### src/rtl/bonsai_pkg.sv
// Shared definitions for the bonsai merge-tree width couplers.
package bonsai_pkg;

  localparam int unsigned DATA_W     = 32;
  localparam int unsigned IN_RECS    = 4;
  // Widest beat the terminator test accepts; narrower beats are zero-extended.
  localparam int unsigned TERM_MAX_W = 1024;

  typedef enum logic [1:0] {
    EMPTY = 2'd0,  // no half-beat held
    HALF  = 2'd1,  // low half held in lo_hold
    FLUSH = 2'd2   // all-zero terminator beat still owed downstream
  } state_t;

  // A beat whose records are all zero marks the end of a sorted stream.
  function automatic logic is_term(input logic [TERM_MAX_W-1:0] beat);
    return (beat == '0);
  endfunction

endpackage

### src/rtl/coupler_4_to_8.sv
// Width coupler: packs pairs of IN_RECS-record beats from a show-ahead FIFO
// into 2*IN_RECS-record beats, earlier beat in the low half, and forwards
// the all-zero terminator so stream boundaries survive the width change.
module coupler_4_to_8
  import bonsai_pkg::state_t;
  import bonsai_pkg::EMPTY;
  import bonsai_pkg::HALF;
  import bonsai_pkg::FLUSH;
  import bonsai_pkg::TERM_MAX_W;
  import bonsai_pkg::is_term;
#(
  parameter int unsigned DATA_W  = bonsai_pkg::DATA_W,
  parameter int unsigned IN_RECS = bonsai_pkg::IN_RECS
) (
  input  logic                          i_clk,
  input  logic                          i_rst,
  input  logic [IN_RECS*DATA_W-1:0]     i_fifo,
  input  logic                          i_fifo_empty,
  output logic                          o_fifo_read,
  input  logic                          i_fifo_out_ready,
  output logic                          o_out_fifo_write,
  output logic [2*IN_RECS*DATA_W-1:0]   o_data
);

  localparam int unsigned IN_W  = IN_RECS * DATA_W;
  localparam int unsigned OUT_W = 2 * IN_W;

  state_t             r_state;
  state_t             w_state_next;
  logic [IN_W-1:0]    r_lo_hold;
  logic [OUT_W-1:0]   r_data;
  logic               r_write;

  logic               w_head_valid;
  logic               w_term;
  logic [TERM_MAX_W-1:0] w_term_vec;
  logic               w_fifo_read;
  logic               w_lo_load;
  logic               w_write_next;
  logic [OUT_W-1:0]   w_data_next;

  // A stale head of an empty FIFO is never decoded as a terminator.
  assign w_head_valid = !i_fifo_empty;
  assign w_term_vec   = TERM_MAX_W'(i_fifo);
  assign w_term       = w_head_valid && is_term(w_term_vec);

  // State register; reset discards any held half-beat.
  always_ff @(posedge i_clk or posedge i_rst) begin
    if (i_rst) begin
      r_state <= EMPTY;
    end else begin
      r_state <= w_state_next;
    end
  end

  // Next-state: data beats in EMPTY need no downstream room, everything else does.
  always_comb begin
    w_state_next = r_state;
    case (r_state)
      EMPTY: begin
        if (w_head_valid && !w_term) begin
          w_state_next = HALF;
        end
      end
      HALF: begin
        if (w_head_valid && i_fifo_out_ready) begin
          w_state_next = w_term ? FLUSH : EMPTY;
        end
      end
      FLUSH: begin
        if (i_fifo_out_ready) begin
          w_state_next = EMPTY;
        end
      end
      default: w_state_next = EMPTY;
    endcase
  end

  // Outputs: pop strobe plus the value and strobe to register for next cycle.
  always_comb begin
    w_fifo_read  = 1'b0;
    w_lo_load    = 1'b0;
    w_write_next = 1'b0;
    w_data_next  = r_data;
    case (r_state)
      EMPTY: begin
        if (w_head_valid) begin
          if (!w_term) begin
            w_fifo_read = 1'b1;
            w_lo_load   = 1'b1;
          end else if (i_fifo_out_ready) begin
            w_fifo_read  = 1'b1;
            w_write_next = 1'b1;
            w_data_next  = '0;
          end
        end
      end
      HALF: begin
        if (w_head_valid && i_fifo_out_ready) begin
          w_fifo_read  = 1'b1;
          w_write_next = 1'b1;
          // A terminator closing a half pair pads the high half with zeros;
          // the full terminator beat follows from FLUSH.
          w_data_next  = w_term ? {{IN_W{1'b0}}, r_lo_hold}
                                : {i_fifo, r_lo_hold};
        end
      end
      FLUSH: begin
        if (i_fifo_out_ready) begin
          w_write_next = 1'b1;
          w_data_next  = '0;
        end
      end
      default: begin
        w_fifo_read  = 1'b0;
        w_write_next = 1'b0;
      end
    endcase
  end

  // Half-beat hold register: captures the low half of a pair.
  always_ff @(posedge i_clk or posedge i_rst) begin
    if (i_rst) begin
      r_lo_hold <= '0;
    end else if (w_lo_load) begin
      r_lo_hold <= i_fifo;
    end
  end

  // Output register and one-cycle write strobe; data holds between writes.
  always_ff @(posedge i_clk or posedge i_rst) begin
    if (i_rst) begin
      r_data  <= '0;
      r_write <= 1'b0;
    end else begin
      r_write <= w_write_next;
      if (w_write_next) begin
        r_data <= w_data_next;
      end
    end
  end

  assign o_fifo_read      = w_fifo_read;
  assign o_out_fifo_write = r_write;
  assign o_data           = r_data;

endmodule

### config.mk
export PLATFORM = sky130hd
export DESIGN_NAME = coupler_4_to_8
export DESIGN_NICKNAME = d
export VERILOG_FILES = /design/src/rtl/bonsai_pkg.sv /design/src/rtl/coupler_4_to_8.sv
export SDC_FILE = /design/constraint.sdc
export NUM_CORES = 1
export LEC_CHECK = 0
export CORE_ASPECT_RATIO = 1.75
export CORE_MARGIN = 5
export CORE_UTILIZATION = 40
export DETAILED_ROUTE_END_ITERATION = 6
export GPL_ROUTABILITY_DRIVEN = 0
export PLACE_DENSITY_LB_ADDON = 0.25
export SYNTH_ARGS = -nofsm -noshare
export SYNTH_HDL_FRONTEND = slang
export SYNTH_SLANG_ARGS = --single-unit
### constraint.sdc
create_clock -name i_clk -period 23.2 [get_ports i_clk]
set_input_delay 4.64 -clock i_clk [delete_from_list [all_inputs] [get_ports i_clk]]
set_output_delay 4.64 -clock i_clk [all_outputs]
set_load 0.02 [all_outputs]
==> impl_metrics.toml, run 1 <==
[power_and_ir_drop]
pwr-share-comb_pct = 39.4
internal_power_mw = 1.94
sequentialPowerShare_pct = 38.2
swShare_pct = 34.4
pwr-share-clk_pct = 22.4
report.power.total_mw = 2.96
net_switching_power_figure_mw = 1.02
power_per_cell_area_mw_per_mm2 = 136
vdd.ir_drop.worst_v = 0.0000642
power.leakage_nw = 8.48

[clock_tree]
cts.sinks = 387
cts.hold.buffers_added = 0
cts_root_buf = "sky130_fd_sc_hd__clkbuf_16"
clk_pin_slew_ns = 0.06
numCtsBuffers = 38
postCtsSetupBuffers = 0
clock_path_buffers = 3
cts_htree_levels = 2
cts_resized = 0
clkLatencyLatePin_ns = 0.53
clock_tree_from_tritoncts = "built"

[sta]
report.final.slew_viol_count = 0
slew_of_the_pin_with_the_lowest_slew_margin_ns = 1.12
timing.slew.headroom_pct = 25.2
timing_limited_maximum_frequency_ghz = 0.0807
setup_viol = 0
hold_slack_ns = 0.487
grt_setup_unrepaired = "false"
worst_clock_skew_ns = 0.0145
hold_viol = 0
final.min_clock_period_ns = 12.40
final.period_utilization_pct = 53.4
timing.setup.tns_ns = 0
worst_slack_ns = 10.80

[yosys]
synth.avg_cell_area_um2 = 13.7
ys_ff_latch = 387
mappedNetlistNets = 1316
synth_top_cell_area_share_pct = 59.8
yosysUniqueCellTypes = 23
netlist_instances = 1184
synthesis.yosys.warnings = 0
synth_sequential_area_ratio_pct = 59.8
synth_largest_area_cell = "sky130_fd_sc_hd__dfrtp_1"
post_synth_main_area_contributors = "sky130_fd_sc_hd__dfrtp_1, sky130_fd_sc_hd__a221o_1, sky130_fd_sc_hd__nor2b_1"
synth_area_mm2 = 0.0162

[setup_path]
cpPeakStageDelay_ns = 0.88
worstSetupStartpointType = "primary input"
list_of_cells_traversed_by_the_critical_path = "clkdlybuf4s50_1 -> nor4_1 -> nand4_1 -> nor4_4 -> a21o_1 -> a21boi_0 -> clkdlybuf4s50_1"
cp_top_family = "simple AND/OR/NAND/NOR gates"
critPathBufInv = 2
cp_max_fo = 5
critPathMostFrequentCell = "sky130_fd_sc_hd__clkdlybuf4s50_1"
timing_worst_setup_path_type = "primary input to primary output"
critical_path.reg2reg.startpoint = "r_state[1]"
timing.critical_path.from = "i_fifo[105]"
cp_data_arrival_time_ns = 7.76
critical_path.slowest_cell = "sky130_fd_sc_hd__nor4_1"
reg2reg_depth = 5
timing.critical_path.to_type = "primary output"
worstPathRequired_ns = 18.56
worstReg2RegEnd = "o_data[124]"
reg2reg_setup_slack_ns = 20.07

[routing]
drtPass1Iterations = 5
ant_nets = 0
route.detailed.drc = 0
post_drt_via_cell_ratio = 5.68
wl_um = 48700
drt_iter0_drc = 895
wl_per_cell_um = 23.7
dr_total_vias = 11671

[run]
drv_cap = 0

[placement]
port-buffer-count = 389
dp_worst_setup_slack_ns = 10.70
dp.cells = 1983
post_detailed_placement_half_perimeter_wirelength_um = 31700

[layout]
nNetsFinal = 1660
area_growth_pct = 34.1
n_fill_cell = 3339
seqCellArea_mm2 = 0.00968
multi_input_comb_area_mm2 = 0.00603
drive_above_1_share_pct = 5.72
finish.cell_count_without_fillers = 2054

[min_path]
hold_end = "r_lo_hold[103]"
worst_hold_startpoint = "r_lo_hold[103]"
worstHoldPathCells = 1
hold_class = "flip-flop to flip-flop"

[run_status]
result_of_the_run = "completed"

[die]
top_level_ports = 390
fp-row-count = 97
die-height_um = 276
core_mm2 = 0.0401
start_util_pct = 40.4
fp.dieArea_mm2 = 0.0447
floorplan.die.width_um = 162

[grt]
grt_overflow = 0
number_of_global_route_vias_before_repair = 12047
grt_start_max_net_pins = 195
first_pass_grt_wire_length_um = 75800
grtUsageTotal_pct = 21.3
number_of_antenna_violations_at_the_first_check_in_global_routing = 4
layout by cell type, fill, tap and decap left out, types with 2 or more instances in the layout:
cell	synthesis	final
sky130_fd_sc_hd__nor4_4	2	2
sky130_fd_sc_hd__diode_2	0	3
sky130_fd_sc_hd__buf_4	1	13
sky130_fd_sc_hd__nand4_1	8	8
sky130_fd_sc_hd__clkdlybuf4s50_1	0	389
sky130_fd_sc_hd__bufinv_16	0	3
sky130_fd_sc_hd__nor4_1	32	32
sky130_fd_sc_hd__mux2_2	8	8
sky130_fd_sc_hd__dfrtp_1	387	387
sky130_fd_sc_hd__clkbuf_8	0	13
sky130_fd_sc_hd__nor2b_1	257	257
sky130_fd_sc_hd__a21o_1	2	2
sky130_fd_sc_hd__a221o_1	256	256
sky130_fd_sc_hd__clkinv_2	0	2
sky130_fd_sc_hd__clkbuf_16	0	41
sky130_fd_sc_hd__mux2_1	120	120
sky130_fd_sc_hd__clkbuf_1	58	8
layer usage:
layer | vias to the layer above | track usage (%) | part of all wire [%]
li1 | 5221 | - | -
met1 | 5972 | 26.0 | 39
met2 | 400 | 37.0 | 52
met3 | 76 | 4.44 | 5.9
met4 | 2 | 7.58 | 3.7
met5 | - | 0 | 0.023
registers in the layout, indices dropped and copies added (netlist names):
signal	cells
o_data	256
o_out_fifo_write	1
r_lo_hold	128
r_state	2
power groups by stage:
stage | clock [mW] | combinational, mW | sequential (mW)
2_1_floorplan | 0 | 0.413 | 1.33
3_3_place_gp | 0 | 1.16 | 1.12
3_5_place_dp | 0 | 1.18 | 1.13
4_1_cts | 0.679 | 1.18 | 1.13
5_1_grt | 0.708 | 1.23 | 1.17
6_report | 0.662 | 1.16 | 1.13
worst max path at each step:
stage,to,cells past startpoint
2_1_floorplan,o_data[0],1
5_1_grt,o_fifo_read,7
4_1_cts,o_fifo_read,7
3_5_place_dp,o_fifo_read,7
6_report,o_fifo_read,7
3_3_place_gp,o_fifo_read,7
synthesized netlist by cell type:
master	n
sky130_fd_sc_hd__a21boi_0	1
sky130_fd_sc_hd__o21a_1	2
sky130_fd_sc_hd__buf_2	28
sky130_fd_sc_hd__buf_4	1
sky130_fd_sc_hd__nor4_4	2
sky130_fd_sc_hd__a221oi_1	1
sky130_fd_sc_hd__a221o_1	256
sky130_fd_sc_hd__dfrtp_1	387
sky130_fd_sc_hd__nor4_1	32
sky130_fd_sc_hd__mux2_1	120
sky130_fd_sc_hd__nor2b_1	257
sky130_fd_sc_hd__o21ai_0	1
sky130_fd_sc_hd__a21o_1	2
sky130_fd_sc_hd__a2111oi_0	1
sky130_fd_sc_hd__mux2_2	8
sky130_fd_sc_hd__and3_1	2
sky130_fd_sc_hd__a211o_1	1
sky130_fd_sc_hd__clkbuf_1	58
sky130_fd_sc_hd__nand4_1	8
sky130_fd_sc_hd__inv_1	2
sky130_fd_sc_hd__a21oi_1	1
sky130_fd_sc_hd__nor2_1	1
sky130_fd_sc_hd__buf_6	12
layout make-up:
class,count,share of cell area (%)
Tap cell,495,2.85
Multi-Input combinational cell,696,27.8
Antenna cell,3,0.0346
Sequential cell,387,44.6
Timing Repair Buffer,403,18.5
Clock inverter,6,0.501
Clock buffer,62,5.69
Inverter,2,0.0692
through the flow:
stage / instance area, µm² / utilization (%)
after floorplan: 16200 / -
after global placement: 20400 / 50.8
after detailed placement: 20400 / 50.8
after CTS: 21700 / 54.2
after global routing: 21700 / 54.2
final: 21700 / 54.2
logic make-up (layout without fill, tap and decap cells):
family	count (synthesis)	in the layout	share of synthesized area (%)
other cells	0	3	0
mux	128	128	8.90
buf+inv	101	473	3.14
flops	387	387	59.8
simple gates	302	302	11.8
compound gates	266	266	16.3
Note: power is estimated with default switching activity, not from simulation.
==> run 2: changes to the inputs <==
==> constraint.sdc (replaced) <==
create_clock -name i_clk -period 12.9 [get_ports i_clk]
set_input_delay 2.58 -clock i_clk [delete_from_list [all_inputs] [get_ports i_clk]]
set_output_delay 2.58 -clock i_clk [all_outputs]
set_load 0.02 [all_outputs]
==> run 2 against run 1 <==
Critical path depth unchanged. Largest cell class unchanged. Flip-flop and latch count unchanged. Sequential power rose by 80%. Die area unchanged. Largest power group unchanged. Critical endpoint unchanged. Final area shrank 0.29%. Routed wire length shrank 1.0%. Clock-buffer cell count is 8 lower. Final cell count is 0.24% higher. Core utilization shrank 0.16 points. Via count is 0.20% higher. Combinational power is 80% higher. Hold slack worse by 0.0016 ns.
==> impl_metrics.toml, run 2 (synthesis results as in run 1) <==
[layout]
area_growth_pct = 33.7
finish.cell_count_without_fillers = 2059
largest_register_ffs = 256
drive_above_1_share_pct = 5.96
nNetsFinal = 1663
most_common_cell_after_layout_fill_and_taps_aside = "sky130_fd_sc_hd__clkdlybuf4s50_1"
layout.cells.most_common_list = "sky130_fd_sc_hd__clkdlybuf4s50_1, sky130_fd_sc_hd__dfrtp_1, sky130_fd_sc_hd__nor2b_1, sky130_fd_sc_hd__a221o_1, sky130_fd_sc_hd__mux2_1"
final_design_area_no_fill_mm2 = 0.0216

[clock_tree]
clk_pin_slew_ns = 0.06
cts.hold.buffers_added = 0
clock_path_buffers = 3
clock_tree_from_tritoncts = "built"
cts_htree_levels = 2
cts_resized = 0
clkLatencyLatePin_ns = 0.54
numCtsBuffers = 39
postCtsSetupBuffers = 0
cts.sinks = 387
cts_root_buf = "sky130_fd_sc_hd__clkbuf_16"

[routing]
drt_iter0_drc = 994
post_drt_via_cell_ratio = 5.68
route.detailed.drc = 0
ant_nets = 0
dr_total_vias = 11694
wl_per_cell_um = 23.4
wl_um = 48200
drtPass1Iterations = 5

[sta]
timing_limited_maximum_frequency_ghz = 0.124
slew_of_the_pin_with_the_lowest_slew_margin_ns = 1.14
hold_slack_ns = 0.486
setup_viol = 0
timing.setup.tns_ns = 0
report.final.slew_viol_count = 0
hold_viol = 0
timing.slew.headroom_pct = 23.7
worst_clock_skew_ns = 0.0207
final.period_utilization_pct = 62.6
grt_setup_unrepaired = "false"
final.min_clock_period_ns = 8.08

[setup_path]
cp_data_arrival_time_ns = 5.50
critical_path.slowest_cell = "sky130_fd_sc_hd__nor4_1"
critical_path.reg2reg.startpoint = "r_state[1]"
cp_top_family = "simple AND/OR/NAND/NOR gates"
reg2reg_depth = 5
cp_max_fo = 5
critPathBufInv = 2
timing_worst_setup_path_type = "primary input to primary output"
timing.critical_path.from = "i_fifo[65]"
worstSetupStartpointType = "primary input"
worstReg2RegEnd = "o_data[147]"
cpPeakStageDelay_ns = 0.73
reg2reg_setup_slack_ns = 8.91
worstPathRequired_ns = 10.32
list_of_cells_traversed_by_the_critical_path = "clkdlybuf4s50_1 -> nor4_1 -> nand4_1 -> nor4_4 -> a21o_1 -> a21boi_0 -> clkdlybuf4s50_1"
critPathMostFrequentCell = "sky130_fd_sc_hd__clkdlybuf4s50_1"
timing.critical_path.to_type = "primary output"

[die]
floorplan.die.width_um = 162
fp.dieArea_mm2 = 0.0447
start_util_pct = 40.4
fp-row-count = 97
die-height_um = 276
core_mm2 = 0.0401
top_level_ports = 390

[grt]
grtUsageTotal_pct = 20.8
number_of_global_route_vias_before_repair = 12036
first_pass_grt_wire_length_um = 74400
number_of_antenna_violations_at_the_first_check_in_global_routing = 5
grt_start_max_net_pins = 174
grt_overflow = 0

[run_status]
result_of_the_run = "completed"

[power_and_ir_drop]
vdd.ir_drop.worst_v = 0.000129
power_per_cell_area_mw_per_mm2 = 243
power.leakage_nw = 8.45

[run]
drv_cap = 0

[placement]
post_detailed_placement_half_perimeter_wirelength_um = 31400
port-buffer-count = 389
dp.cells = 1985
placed_cell_area_mm2 = 0.0204

[min_path]
worst_hold_startpoint = "r_lo_hold[1]"
worstHoldPathCells = 1
hold_end = "r_lo_hold[1]"
hold_class = "flip-flop to flip-flop"
-- run 2: changes by cell type in the layout (fill, tap and decap cells not counted), sizes merged, moves of 2 or more --
cell / delta
buf: +2
clkinv: +7
clkinvlp: +3
clkbuf: -8
-- run 2: power by group --
| part | switching (mW) | leakage, nW | total [mW] | internal [mW] |
|---|---|---|---|---|
| clock | 0.487 | 0.625 | 1.13 | 0.648 |
| sequential | 0.331 | 4.26 | 2.03 | 1.70 |
| combinational | 1.02 | 3.56 | 2.09 | 1.07 |
-- run 2: worst max-delay path by stage --
stage	end	slack, ns	cells after the start
after global placement	o_fifo_read	4.54	7
after global routing	o_fifo_read	4.62	7
after CTS	o_fifo_read	4.57	7
after floorplan	o_data[0]	5.12	1
final	o_fifo_read	4.82	7
after detailed placement	o_fifo_read	4.57	7
-- run 2: metal layers --
layer / track usage, % / routed length (µm) / vias up
met3: 4.68 / 3000 / 85
li1: - / - / 5220
met1: 25.5 / 18800 / 5988
met4: 8.23 / 1820 / 2
met5: 0 / 20 / -
met2: 35.4 / 24500 / 399
-- run 2: metrics by stage --
stage | setup WS [ns] | total power [mW] | utilization [%]
after floorplan | 5.12 | 3.13 | -
after global placement | 4.54 | 4.10 | 50.9
after detailed placement | 4.57 | 4.15 | 50.9
after CTS | 4.57 | 5.32 | 54.0
after global routing | 4.62 | 5.52 | 54.1
final | 4.82 | 5.25 | 54.1
-- run 2: worst register-to-register path: stages (launching register included) --
cell	delay [ns]
sky130_fd_sc_hd__dfrtp_1	0.47
sky130_fd_sc_hd__nor2_1	0.24
sky130_fd_sc_hd__and3_4	0.89
sky130_fd_sc_hd__buf_4	0.92
sky130_fd_sc_hd__buf_4	1.01
sky130_fd_sc_hd__a221o_1	0.39
-- run 2: layout make-up --
| type | instances | area [µm²] |
|---|---|---|
| inverters | 2 | 11.3 |
| well taps | 495 | 619 |
| clock inverters | 16 | 154 |
| diodes | 4 | 10.0 |
| repair buffers | 405 | 4030 |
| flip-flops and latches | 387 | 9680 |
| multi-input cells | 696 | 6030 |
| clock buffers | 54 | 1110 |
| fillers | 3329 | 18400 |
==> patch 1: new RTL, settings of run 2 <==
Set the package constant `IN_RECS` to 3 (it was 4).
--- a/src/rtl/bonsai_pkg.sv
+++ b/src/rtl/bonsai_pkg.sv
@@ -3,5 +3,5 @@
 
   localparam int unsigned DATA_W     = 32;
-  localparam int unsigned IN_RECS    = 4;
+  localparam int unsigned IN_RECS    = 3;
   // Widest beat the terminator test accepts; narrower beats are zero-extended.
   localparam int unsigned TERM_MAX_W = 1024;
Interface: changed (resized i_fifo and o_data); port bits go from 390 to 294. The function was not compared with the original's and may differ.
==> patch 1 against run 2 <==
  * Power shrank 18%
  * Sequential cell count fell by 96
  * Final area is 25% lower
  * Synthesized area down 25%
  * Critical path type unchanged
  * Worst setup slack worse by 0.52 ns
  * Sequential share of layout area grew 0.14 points
  * Wire length is 19% lower
  * Sequential power decreased by 19%
==> patch 1: results (changes against run 2) <==
Synth
  – Multiplexer share of the synthesized area: 8.86% (-0.046 points)
  – Post-synthesis sequential area ratio: 59.7% (-0.15 points)
  – Syn_nets: 1,207 (-8.3%)
  – Library cells used by synthesis: 26 (+13%)
  – Synth Area in Compound Gates: 20.0% (+3.7 points)

Power
  – Cell Int Power: 0.00264 W (-23%)
  – LEAKAGE: 6.54 nW (-23%)
  – Comb group: 0.00186 W (-11%)

Final layout
  – Clock buf count: 40 (-26%)
  – Post-layout nets: 1,449 (-13%)
  – Flip-flop and latch area: 0.00728 mm² (-25%)
  – N_diodes: 2 (-2)
  – Fraction of area in multi-input gates: 28.0% (+0.14 points)
  – Comb_multi_in: 720 (+3.4%)
  – Clock network area share: 5.30% (-0.56 points)
  – Nonclk buf count: 307 (-24%)
  – Fillers: 2,670 (-20%)
  – Layout cells sized above 1: 10.4% (+4.4 points)

Drt
  – Iteration-0 DRC Markers: 582 (-41%)
  – Final WL: 39,000 µm (-19%)
  – Vias/cell: 5.65 (-0.52%)

Run status
  – Status: completed

Global route
  – Largest net degree at the start of global routing: 101 (-42%)
  – First-pass GRT wire length: 59,100 µm (-20%)
  – Vias in the first global route: 9,940 (-17%)
  – Initial antenna violation count: 2 (-3)
  – Overall global routing resource usage: 21.8% (+1.1 points)

STA
  – Slew margin rel.: 28.4% (+4.7 points)
  – Final Skew: 0.00871 ns (-0.0120 ns)

Clock network
  – CTS Buf Count: 27 (-31%)

Setup path
  – CP top delay family: buffers and inverters
  – CP max FO: 54 (+49)
  – Critical path arrival: 6.02 ns (+0.52 ns)
  – Slowest Stage Delay on Critical Path: 0.71 ns (-0.02 ns)

Placed design
  – Buffers on Ports: 293 (-25%)
## patch 1: cell count changes after synthesis, sizes merged, moves of 10 or more
| cell | delta |
|---|---|
| clkbuf | +19 |
| mux2 | -32 |
| nor4 | -10 |
| buf | -24 |
| a22oi | +192 |
| nand2 | +193 |
| dfrtp | -96 |
| a221o | -256 |
| o21ai | +193 |
| nor2b | -256 |
## patch 1: routing by layer
layer	vias up	track usage (%)	wire length, µm
met2	329	39.1	20800
met3	65	3.47	2220
met1	5016	26.2	14600
met5	-	0	0
li1	4517	-	-
met4	0	8.56	1390
## patch 1: worst paths after layout
kind | cells past startpoint | slack, ns | startpoint | endpoint
setup / recovery | 8 | 4.30 | i_fifo[91] | o_fifo_read
hold / removal | 1 | 0.49 | r_lo_hold[4]$_DFFE_PP0P_ | r_lo_hold[4]$_DFFE_PP0P_
setup reg to reg | 6 | 9.53 | r_state[1]$_DFFE_PP0P_ | o_data[138]$_DFFE_PP0P_
hold reg to reg | 1 | 0.49 | r_lo_hold[4]$_DFFE_PP0P_ | r_lo_hold[4]$_DFFE_PP0P_
max in group asynchronous | 4 | 8.23 | i_rst | o_data[169]$_DFFE_PP0P_
min in group asynchronous | 2 | 2.54 | i_rst | o_data[115]$_DFFE_PP0P_
## patch 1: cells by family (layout without fill, tap and decap cells)
kind of cell    Yosys count  count (layout)
mux                      96              96
other cells               0               2
simple gates            235             235
flops                   291             291
buf+inv                  96             357
compound gates          389             389
## patch 1: through the flow
stage	worst slack [ns]	total power, W	util [%]	instance area [µm²]	instances
floorplan	2.29	0.00258	-	12200	1107
global placement	4.11	0.00349	51.1	15400	1707
detailed placement	4.09	0.00354	51.1	15400	1707
CTS	4.09	0.00435	54.0	16200	1755
global route	4.12	0.00453	54.0	16200	1757
finish	4.30	0.00430	54.0	16200	1757
==> patch 2: new RTL, flow settings as in run 2 <==
Without the edit above. Make the reset (`i_rst`) synchronous in 3 clocked blocks.
--- a/src/rtl/coupler_4_to_8.sv
+++ b/src/rtl/coupler_4_to_8.sv
@@ -46,5 +46,5 @@
 
   // State register; reset discards any held half-beat.
-  always_ff @(posedge i_clk or posedge i_rst) begin
+  always_ff @(posedge i_clk) begin
     if (i_rst) begin
       r_state <= EMPTY;
@@ -120,5 +120,5 @@
 
   // Half-beat hold register: captures the low half of a pair.
-  always_ff @(posedge i_clk or posedge i_rst) begin
+  always_ff @(posedge i_clk) begin
     if (i_rst) begin
       r_lo_hold <= '0;
@@ -129,5 +129,5 @@
 
   // Output register and one-cycle write strobe; data holds between writes.
-  always_ff @(posedge i_clk or posedge i_rst) begin
+  always_ff @(posedge i_clk) begin
     if (i_rst) begin
       r_data  <= '0;
Check against the original RTL: not settled (the Yosys comparison gave no result); the edit may change what the design does.
==> patch 2 against run 2 <==
  * Register-to-register slack better by 0.99 ns
  * Sequential cell count is the same
  * Synthesized area down 15%
  * Final area is 12% lower
  * First-iteration DRC count is 45% lower
  * Global-route usage is 0.52 points lower
  * Highest routed layer is now met4
  * Wire length decreased by 17%
  * Worst setup slack gained 0.020 ns
Power is not compared: it rests on default switching activity, and its combinational part moved more than twofold at a synthesized area within 25%.
==> patch 2: results (changes against run 2) <==
Synth
  – Post-synthesis adder-cell area fraction: 0% (unchanged)
  – Ranking of synthesized cells by area: dfxtp_1 57%, a22o_1 16%, nand2b_1 12%
  – Fraction of registers with async set/reset: 0% (-100 points)
  – Post-synthesis sequential area ratio: 56.6% (-3.2 points)
  – Library cells used by synthesis: 23 (unchanged)
  – Post-synth top flop: dfxtp_1
  – Multiplexer share of the synthesized area: 9.36% (+0.45 points)
  – Most frequent cells after synthesis: 387 x dfxtp_1, 258 x nand2b_1, 256 x a22o_1
  – Synth Area in Compound Gates: 17.0% (+0.67 points)
  – Syn_nets: 1,321 (+0.38%)

Drt
  – Iteration-0 DRC Markers: 548 (-45%)
  – Vias/cell: 5.19 (-8.6%)
  – Final WL: 40,100 µm (-17%)

Final layout
  – Layout cells sized above 1: 5.02% (-0.95 points)
  – Post-layout nets: 1,659 (-0.24%)
  – Fillers: 2,898 (-13%)

STA
  – Final Skew: 0.0212 ns (+0.000540 ns)
  – Slew margin rel.: 27.1% (+3.5 points)

Global route
  – Overall global routing resource usage: 20.2% (-0.52 points)
  – First-pass GRT wire length: 61,700 µm (-17%)
  – Vias in the first global route: 10.6k (-12%)
  – Initial antenna violation count: 2 (-3)
  – Largest net degree at the start of global routing: 221 (+27%)

Run status
  – Status: completed

Setup path
  – Critical R2R Launch: r_state[1]$_SDFFE_PP0P_
  – Slowest stage cell, crit path: nor4_4
  – Slowest Stage Delay on Critical Path: 0.59 ns (-0.14 ns)
  – CP max FO: 5 (unchanged)
  – Crit. Startpoint: i_fifo[39]

Worst hold path
  – Hold Crit Start: r_lo_hold[24]$_SDFFE_PP0P_
  – HP Class: flip-flop to flip-flop

Placed design
  – Placed inst area: 0.0179 mm² (-12%)
  – HPWL Detailed: 26,800 µm (-15%)
  – DP Worst Slack: 4.67 ns (+0.105 ns)

Clock network
  – CTS Buf Count: 37 (-5.1%)
-- patch 2: critical path: cells and delay by family --
| kind | cells | cell delay, ns |
|---|---|---|
| buffers and inverters | 2 | 1.01 |
| AND/OR/NAND/NOR | 3 | 1.51 |
| AO/OA/AOI/OAI | 2 | 0.36 |
-- patch 2: per-stage QoR --
stage / hold WS (ns) / util, % / total power (W) / instances
after floorplan: 0.449 / - / 0.00141 / 1189
after global placement: 0.455 / 53.0 / 0.00152 / 1943
after detailed placement: 0.454 / 53.0 / 0.00153 / 1943
after CTS: 0.463 / 56.8 / 0.00266 / 2010
after global routing: 0.486 / 56.8 / 0.00273 / 2012
final: 0.466 / 56.8 / 0.00263 / 2012
-- patch 2: path summary, 6_finish.rpt --
kind,endpoint,slack (ns),depth (start not counted)
min,o_data[24]$_SDFFE_PP0P_,0.47,1
min reg2reg,o_data[24]$_SDFFE_PP0P_,0.47,1
max,o_fifo_read,4.84,7
max reg2reg,o_data[43]$_SDFFE_PP0P_,9.90,5
-- patch 2: cell type report --
| type | count | area share [%] |
|---|---|---|
| flip-flops and latches | 387 | 40.4 |
| repair buffers | 399 | 20.8 |
| clock buffers | 54 | 5.81 |
| clock inverters | 13 | 0.843 |
| diodes | 2 | 0.0261 |
| multi-input cells | 702 | 29.1 |
| well taps | 455 | 2.97 |
-- patch 2: metal layers --
layer,track usage (%),up-vias,part of all wire (%)
li1,-,4960,-
met1,24.3,5094,39
met2,34.3,317,50
met3,4.89,79,6.4
met4,8.90,0,4.3
met5,0,-,0
-- patch 2: where the power goes --
group	total, W	leakage (nW)	switching (W)	internal, W
logic	0.000238	3.46	0.000120	0.000118
registers	0.00126	3.15	0.0000229	0.00124
clock network	0.00113	0.614	0.000469	0.000663
